[src/rtl/dma_desc_scheduler.sv]
// dma_desc_scheduler: round-robin sharing of one descriptor-controller slave
// between the PCIe read and write request queues, with per-channel credits.

// Per-channel outstanding-descriptor credit counter with sticky overflow flag.
module dma_desc_credit #(
  parameter int MAX_OUTSTANDING = 4
) (
  input  logic       clock,
  input  logic       reset,
  input  logic       issue,
  input  logic       done,
  output logic [2:0] credit,
  output logic       error
);
  localparam logic [2:0] MAX_CREDIT = 3'(MAX_OUTSTANDING);

  // Issue and done on the same edge cancel; done at saturation only flags.
  always_ff @(posedge clock or negedge reset) begin
    if (!reset) begin
      credit <= MAX_CREDIT;
      error  <= 1'b0;
    end else if (done && !issue) begin
      if (credit == MAX_CREDIT) error <= 1'b1;
      else                      credit <= credit + 3'd1;
    end else if (issue && !done) begin
      credit <= credit - 3'd1;
    end
  end
endmodule

module dma_desc_scheduler #(
  parameter int          MAX_OUTSTANDING = 4,
  parameter logic [7:0]  RD_BASE         = 8'h00,
  parameter logic [7:0]  WR_BASE         = 8'h20,
  parameter logic [63:0] RD_STATUS_ADDR  = 64'h6000,
  parameter logic [63:0] WR_STATUS_ADDR  = 64'h7000
) (
  input  logic         clock,
  input  logic         reset,
  input  logic [111:0] rd_fifo_data,
  input  logic         rd_fifo_empty,
  output logic         rd_fifo_pop,
  input  logic [111:0] wr_fifo_data,
  input  logic         wr_fifo_empty,
  output logic         wr_fifo_pop,
  input  logic         rd_enable,
  input  logic         wr_enable,
  input  logic         rd_done,
  input  logic         wr_done,
  output logic         dcs_chip_select,
  output logic         dcs_write,
  output logic [7:0]   dcs_address,
  output logic [31:0]  dcs_write_data,
  output logic [3:0]   dcs_byte_enable,
  input  logic         dcs_wait_request,
  output logic [2:0]   rd_credit,
  output logic [2:0]   wr_credit,
  output logic         busy,
  output logic         credit_error
);
  // Channel 0 = read queue, channel 1 = write queue.
  localparam int NUM_CH = 2;

  typedef struct packed {
    logic [4:0]  padHi;
    logic [2:0]  dwCount;
    logic [39:0] padMid;
    logic [63:0] hostAddr;
  } qEntry_t;

  typedef enum logic {IDLE, ISSUE} state_t;

  state_t   state, stateNext;
  logic     grantCh, grantNext;
  logic     rrPtr, rrNext;
  logic [2:0] word, wordNext;

  qEntry_t [NUM_CH-1:0]      head;
  logic [NUM_CH-1:0]         empty, enable, done, pop, eligible, chErr;
  logic [NUM_CH-1:0][2:0]    credit;

  qEntry_t     cur;
  logic [63:0] status;
  logic [7:0]  base;
  logic [2:0]  cntM1;
  logic [31:0] wordData;
  logic        unusedPad;

  assign head[0] = rd_fifo_data;
  assign head[1] = wr_fifo_data;
  assign empty   = {wr_fifo_empty, rd_fifo_empty};
  assign enable  = {wr_enable, rd_enable};
  assign done    = {wr_done, rd_done};
  assign unusedPad = ^{head[0].padHi, head[0].padMid, head[1].padHi, head[1].padMid};

  generate
    for (genvar ch = 0; ch < NUM_CH; ch++) begin : gCh
      dma_desc_credit #(.MAX_OUTSTANDING(MAX_OUTSTANDING)) uCredit (
        .clock  (clock),
        .reset  (reset),
        .issue  (pop[ch]),
        .done   (done[ch]),
        .credit (credit[ch]),
        .error  (chErr[ch])
      );
      assign eligible[ch] = ~empty[ch] & enable[ch] & (credit[ch] != 3'd0);
    end
  endgenerate

  // Scheduler state, granted channel, word index and round-robin pointer.
  always_ff @(posedge clock or negedge reset) begin
    if (!reset) begin
      state   <= IDLE;
      grantCh <= 1'b0;
      rrPtr   <= 1'b0;
      word    <= 3'd0;
    end else begin
      state   <= stateNext;
      grantCh <= grantNext;
      rrPtr   <= rrNext;
      word    <= wordNext;
    end
  end

  // Grant selection in IDLE; word sequencing and pop on final accept in ISSUE.
  always_comb begin
    stateNext = state;
    grantNext = grantCh;
    rrNext    = rrPtr;
    wordNext  = word;
    pop       = '0;
    dcs_write = 1'b0;
    case (state)
      IDLE: begin
        if (|eligible) begin
          grantNext = (&eligible) ? rrPtr : eligible[1];
          wordNext  = 3'd0;
          stateNext = ISSUE;
        end
      end
      ISSUE: begin
        dcs_write = 1'b1;
        if (!dcs_wait_request) begin
          if (word == 3'd4) begin
            pop[grantCh] = 1'b1;
            rrNext       = ~grantCh;
            stateNext    = IDLE;
          end else begin
            wordNext = word + 3'd1;
          end
        end
      end
      default: stateNext = IDLE;
    endcase
  end

  // Descriptor word mux from the granted queue head; slave bus idles at zero.
  always_comb begin
    cur      = head[grantCh];
    status   = grantCh ? WR_STATUS_ADDR : RD_STATUS_ADDR;
    base     = grantCh ? WR_BASE : RD_BASE;
    cntM1    = cur.dwCount - 3'd1;
    wordData = '0;
    case (word)
      3'd0:    wordData = status[31:0];
      3'd1:    wordData = status[63:32];
      3'd2:    wordData = cur.hostAddr[31:0];
      3'd3:    wordData = cur.hostAddr[63:32];
      default: wordData = {29'd0, cntM1};
    endcase
    dcs_address    = (state == ISSUE) ? base + 8'({word, 2'b00}) : 8'd0;
    dcs_write_data = (state == ISSUE) ? wordData : 32'd0;
  end

  assign rd_fifo_pop     = pop[0];
  assign wr_fifo_pop     = pop[1];
  assign dcs_chip_select = dcs_write;
  assign dcs_byte_enable = 4'hf;
  assign rd_credit       = credit[0];
  assign wr_credit       = credit[1];
  assign busy            = (state == ISSUE);
  assign credit_error    = |chErr;
endmodule
[config.mk]
export PLATFORM = sky130hd
export DESIGN_NAME = dma_desc_scheduler
export DESIGN_NICKNAME = d
export VERILOG_FILES = /design/src/rtl/dma_desc_scheduler.sv
export SDC_FILE = /design/constraint.sdc
export NUM_CORES = 1
export LEC_CHECK = 0
export CAP_MARGIN = 20
export CORE_MARGIN = 10
export CORE_UTILIZATION = 27
export CTS_BUF_LIST = sky130_fd_sc_hd__clkbuf_16
export DETAILED_ROUTE_END_ITERATION = 12
export PLACE_DENSITY = 0.91
export SLEW_MARGIN = 10
export SYNTH_ARGS = -nofsm -noshare
export SYNTH_HDL_FRONTEND = slang
export SYNTH_SLANG_ARGS = --single-unit
[constraint.sdc]
create_clock -name clock -period 2.9 [get_ports clock]
set_clock_uncertainty 0.15 [all_clocks]
set_input_delay 0.58 -clock clock [delete_from_list [all_inputs] [get_ports clock]]
set_output_delay 0.58 -clock clock [all_outputs]
set_load 0.01 [all_outputs]
==> flow_summary.json, run 1 <==
{
  "area_delta_synth_final_pct": 90.3,
  "num_vias": 2968,
  "drc": 0,
  "via_per_inst": 4.87,
  "die-area_um2": 13000,
  "num_io_pins": 289,
  "cts_sinks": 14,
  "wl_met3_mm": 1.20,
  "grt_max_degree": 36,
  "die_w_um": 114,
  "die_h_um": 114,
  "synth_top_family_by_area": "multiplexers",
  "status": "complete, no violations",
  "first_iter_violations": 146,
  "whs_ns": 0.310,
  "n_antenna_cell": 0,
  "ys.flop_type": "dfrtp_1",
  "first_pass_iters": 4,
  "hold_buffers": 0,
  "core_area_um2": 8640,
  "power_leakage_nw": 2.04,
  "startpoint_type": "flip-flop",
  "syn_avg_cell_area_um2": 7.66,
  "final-hold-violation-count": 0,
  "place_inst": 601,
  "critPathRequiredTime_ns": 2.17,
  "place_area_um2": 4440,
  "ant_nets": 0,
  "final_core_util_pct": 52.5,
  "max-clock-path-buffers": 2,
  "end_kind": "primary output",
  "maxCapViolCount": 0,
  "cts-buffers-inserted": 3,
  "rsz0062_at_grt": "false",
  "ys_ff_latch": 14,
  "worstSetupPathType": "flip-flop to primary output",
  "synth_compound_area_share_pct": 17.4,
  "layout_min_cycle_time_ns": 2.74,
  "clk_latency_ns": 0.26,
  "final_cells": 609,
  "final_layout_size_suffix_gt1_share_pct": 14.4,
  "synthMuxAreaShare_pct": 31.9,
  "synth_async_sr_flop_share_pct": 100,
  "routed-wl-met2_mm": 5.51,
  "gp_congestion": 0.800,
  "placementRows": 34,
  "tns_ns": 0,
  "relSlewSlack_pct": 55.8,
  "wl_met1_mm": 3.82,
  "p_per_area_nw_per_um2": 733,
  "clk_pin_slew_ns": 0.05,
  "hold_class": "flip-flop to flip-flop",
  "grt_pass1_vias": 3441,
  "synth-edff-count": 0,
  "grt_usage_pct": 16.0,
  "grt_pass1_wl_mm": 17.3,
  "layout.nets": 743,
  "stdcell_area_um2": 4530,
  "netlist_area_um2": 2380,
  "worstPathMaxFanout": 21,
  "synth_cell_type_count": 47,
  "synthXorXnorAreaFrac_pct": 1.10,
  "finalCritPeriodShare_pct": 94.4,
  "ys_seq_area_share_pct": 14.8,
  "vdd_drop_max_v": 0.000328,
  "antenna_found_initial": 0,
  "setup_violations": 0,
  "synth_fa_ha_area_share_pct": 4.83,
  "final_cell_mix": "clkdlybuf4s50_1, nor2_1, mux2i_1",
  "ys_warn_count": 0,
  "tightestPinTransition_ns": 0.661,
  "hpwl_mm": 9.15,
  "syn_inst": 311,
  "portBuffers": 190,
  "htreeDepth": 1,
  "cts_tree": "yes",
  "initial_core_util_pct": 27.6,
  "grt_overflow": 0,
  "worstPathArrival_ns": 2.01,
  "layout_commonest_cell": "clkdlybuf4s50_1",
  "top_layer_used": "met4",
  "cts_root_buf": "clkbuf_16",
  "avgRoutedWirePerCell_um": 17.5,
  "timing.fmax_mhz": 365,
  "slew_violations": 0,
  "synthSimpleGateAreaFrac_pct": 19.5,
  "routed_wl_mm": 10.7
}
-- cell usage after synthesis, types with 3 or more instances --
cell / number / share of area, %
a21oi_1: 36 / 7.6
and2_1: 5 / 1.3
buf_2: 5 / 1.1
buf_4: 17 / 5.4
clkbuf_1: 13 / 2.0
dfrtp_1: 12 / 13
ha_1: 6 / 3.2
inv_1: 7 / 1.1
inv_2: 3 / 0.47
mux2_1: 6 / 2.8
mux2_2: 26 / 12
mux2i_1: 40 / 17
nand2_1: 14 / 2.2
nand2b_1: 6 / 1.6
nor2_1: 62 / 9.8
nor3_1: 4 / 0.84
o211ai_1: 3 / 0.95
o21ai_0: 6 / 1.3
-- registers in the layout (all words and copies together), names as in the netlist --
name / flops
rrPtr: 1
gCh.uCredit.credit: 6
busy: 1
grantCh: 1
word: 3
gCh.uCredit.error: 2
-- stage by stage --
| step | total power [mW] | worst slack, ns |
|---|---|---|
| 2_1_floorplan | 2.00 | 0.353 |
| 3_3_place_gp | 3.02 | -0.226 |
| 3_5_place_dp | 3.11 | -0.246 |
| 4_1_cts | 3.35 | -0.0138 |
| 5_1_grt | 3.62 | 0.000762 |
| 6_report | 3.32 | 0.163 |
-- worst max-delay path, stage by stage (launching register included) --
cell,delay [ns]
dfrtp_2,0.44
ha_1,0.25
ha_4,0.19
o21bai_1,0.18
nand2_1,0.15
buf_12,0.18
o21ai_1,0.08
dlygate4sd2_1,0.28
-- worst paths after layout --
| path | cells after the start | endpoint | slack, ns | start |
|---|---|---|---|---|
| max | 7 | dcs_write_data[2] | 0.16 | word[0]$_DFFE_PN0P_ |
| min | 1 | gCh[0].uCredit.error$_DFFE_PN0P_ | 0.31 | gCh[0].uCredit.error$_DFFE_PN0P_ |
| max reg2reg | 10 | gCh[1].uCredit.credit[1]$_DFFE_PN0P_ | 0.20 | word[0]$_DFFE_PN0P_ |
| min reg2reg | 1 | gCh[0].uCredit.error$_DFFE_PN0P_ | 0.31 | gCh[0].uCredit.error$_DFFE_PN0P_ |
| max in group asynchronous | 1 | grantCh$_DFFE_PN0P_ | 1.52 | reset |
| min in group asynchronous | 1 | gCh[1].uCredit.credit[1]$_DFFE_PN0P_ | 0.58 | reset |
-- metal layers --
metal | vias to the layer above | track usage (%)
li1 | 1450 | -
met4 | 0 | 3.09
met2 | 143 | 29.9
met1 | 1366 | 15.7
met5 | - | 0
met3 | 9 | 7.40
-- power by group --
group	internal, mW	switching, mW
registers	0.306	0.164
clock network	0.183	0.0951
logic	1.35	1.22
-- repair_timing --
item | 4_1_cts | 5_1_grt
hold endpoints to repair | 0 | 0
buffers inserted | 2 | 2
setup endpoints to repair | 34 | 9
pin swaps | 1 | 1
gates resized for setup | 38 | 10
-- cell families after synthesis --
group	count (synthesis)
other	2
buffers and inverters	45
muxes	72
xor gates and xnor gates	3
adders and majority gates	8
AOI/OAI and AO/OA	63
DFF	14
and+or+nand+nor	104
-- cell type report --
cell class	instances	area, µm²
inverter	10	37.5
multi-input combinational	258	1840
clock buffer	3	75.1
sequential	14	358
tap	108	135
clock inverter	1	3.75
timing repair buffer	215	2080
fill	784	4100
No activity file was read; power rests on OpenSTA's default activity.
==> run 2, diff against run 1 <==
--- a/config.mk
+++ b/config.mk
@@ -6,11 +6,11 @@
 export NUM_CORES = 1
 export LEC_CHECK = 0
 export CAP_MARGIN = 20
-export CORE_MARGIN = 10
-export CORE_UTILIZATION = 27
+export CORE_AREA = 2 2 112 114
 export CTS_BUF_LIST = sky130_fd_sc_hd__clkbuf_16
 export DETAILED_ROUTE_END_ITERATION = 12
-export PLACE_DENSITY = 0.91
+export DIE_AREA = 0 0 114 116
+export PLACE_DENSITY = 0.74
 export SLEW_MARGIN = 10
 export SYNTH_ARGS = -nofsm -noshare
 export SYNTH_HDL_FRONTEND = slang
==> run 2 against run 1 <==
Clock-buffer cell count is the same. Die area grew 1.9%. Maximum frequency shrank 4.7%. Non-clock buffer count grew 4. Final area grew 2.3%.
==> flow_summary.json, run 2 (synthesis gave the netlist of run 1 again) <==
{
  "status": "complete, no violations",
  "portBuffers": 190,
  "finalCritPeriodShare_pct": 99.0,
  "end_kind": "primary output",
  "initial_core_util_pct": 20.0,
  "regMostFlops": "gCh.uCredit.credit",
  "timing.fmax_mhz": 348,
  "hold_buffers": 0,
  "grt_pass1_vias": 2886,
  "max-clock-path-buffers": 2,
  "hold_class": "flip-flop to flip-flop",
  "worstPathMaxFanout": 4,
  "num_vias": 2970,
  "routed_wl_mm": 10.1,
  "via_per_inst": 4.56,
  "grt_max_degree": 38,
  "grt_usage_pct": 13.7,
  "worstRegToRegCells": 10,
  "hold_path_depth": 1,
  "n_antenna_cell": 0,
  "startpoint_type": "input pin",
  "drc": 0,
  "setup_violations": 0,
  "rrSetupSlack_ns": 0.26,
  "worstPathArrival_ns": 2.14,
  "critPathRequiredTime_ns": 2.17,
  "antenna_found_initial": 0,
  "avgRoutedWirePerCell_um": 15.4,
  "final_layout_size_suffix_gt1_share_pct": 15.4,
  "layout_min_cycle_time_ns": 2.87,
  "p_per_area_nw_per_um2": 724,
  "die-area_um2": 13200,
  "num_io_pins": 289,
  "rr_endpoint": "gCh[1].uCredit.credit[1]$_DFFE_PN0P_",
  "final_cell_mix": "clkdlybuf4s50_1, nor2_1, mux2i_1",
  "reg.largest.list": "gCh.uCredit.credit x6, word x3, gCh.uCredit.error x2",
  "dp_slack_ns": -0.263,
  "setup_slack_ns": 0.0288,
  "hp-start": "gCh[1].uCredit.error$_DFFE_PN0P_",
  "grt_use_met3_pct": 2.46,
  "die_w_um": 114,
  "cts_sinks": 14,
  "grt_pass1_wl_mm": 14.5,
  "r2r_start": "word[0]$_DFFE_PN0P_",
  "layout.nets": 747,
  "core_area_um2": 11900,
  "grt_overflow": 0,
  "final-hold-violation-count": 0,
  "first_iter_violations": 138,
  "die_h_um": 116,
  "grt_busiest_layer": "met2",
  "first_pass_iters": 4,
  "tightestPinTransition_ns": 0.672,
  "gp_congestion": 0.764,
  "relSlewSlack_pct": 55.1,
  "use_met2_pct": 25.2,
  "largest_register_ffs": 6,
  "area_delta_synth_final_pct": 94.8,
  "met1_usage_pct": 17.1,
  "ant_nets": 0,
  "clk_latency_ns": 0.24,
  "layout_commonest_cell": "clkdlybuf4s50_1",
  "cts_tree": "yes",
  "hpwl_mm": 7.93,
  "slew_violations": 0,
  "maxCapViolCount": 0,
  "cts-buffers-inserted": 3,
  "worstSetupPathType": "input pin to primary output",
  "cts_root_buf": "clkbuf_16",
  "clk_pin_slew_ns": 0.05,
  "whs_ns": 0.314,
  "htreeDepth": 1,
  "vdd_drop_max_v": 0.000304,
  "placementRows": 40,
  "power_leakage_nw": 2.14,
  "min_to": "gCh[1].uCredit.error$_DFFE_PN0P_"
}
-- run 2: changes by cell type in the layout (fill, tap and decap cells not counted), sizes merged --
cell           change
dlymetal6s2s       +7
clkdlybuf4s15      -1
buf                +4
clkdlybuf4s50      +2
dlygate4sd2        -8
-- run 2: cell type report --
cell class                      instances  area, µm²
Clock inverter                          1       3.75
Multi-Input combinational cell        258       1850
Clock buffer                            3       75.1
Timing Repair Buffer                  219       2130
Fill cell                            1204       7270
Sequential cell                        14        357
Tap cell                              147        184
Inverter                               10       37.5
-- run 2: how the worst max path moves through the flow --
stage,start,to,slack [ns],cells after the start
3_5_place_dp,wr_fifo_data[104],dcs_write_data[2],-0.26,8
3_3_place_gp,wr_fifo_data[104],dcs_write_data[2],-0.23,8
2_1_floorplan,word[0]$_DFFE_PN0P_,gCh[1].uCredit.credit[1]$_DFFE_PN0P_,0.35,10
5_1_grt,dcs_wait_request,wr_fifo_pop,-0.005,5
6_report,dcs_wait_request,wr_fifo_pop,0.03,5
4_1_cts,dcs_wait_request,wr_fifo_pop,-0.006,5
-- run 2: worst max-delay path: stages --
cell	delay, ns
clkdlybuf4s50_1	0.45
nand4b_1	0.25
or2_4	0.29
inv_2	0.05
clkdlybuf4s50_1	0.52
-- run 2: per-layer routing --
| metal | wire [µm] | share of wire, % |
|---|---|---|
| met1 | 4250 | 42 |
| met2 | 5160 | 51 |
| met3 | 544 | 5.4 |
| met5 | 0 | 0 |
| met4 | 101 | 1.0 |
-- run 2: timing repair --
item,CTS,global route
gates resized for setup,34,13
pin swaps,2,1
gates cloned,0,0
buffers inserted,4,3
endpoints found under the setup margin,34,12
-- run 2: per-stage QoR --
step | cells | TNS, ns | utilization, % | power [mW] | cell area (µm²)
after floorplan | 317 | 0 | - | 2.00 | 2400
after global placement | 641 | -0.597 | 37.6 | 3.02 | 4480
after detailed placement | 641 | -0.876 | 37.6 | 3.07 | 4480
after CTS | 649 | -0.00565 | 38.6 | 3.35 | 4600
after global routing | 652 | -0.00469 | 38.9 | 3.63 | 4640
final | 652 | 0 | 38.9 | 3.36 | 4640
-- run 2: where the power goes --
group          switching (mW)  total, mW  internal [mW]
logic                    1.27       2.64           1.37
registers               0.151      0.456          0.305
clock network          0.0829      0.266          0.183
total                    1.50       3.36           1.85
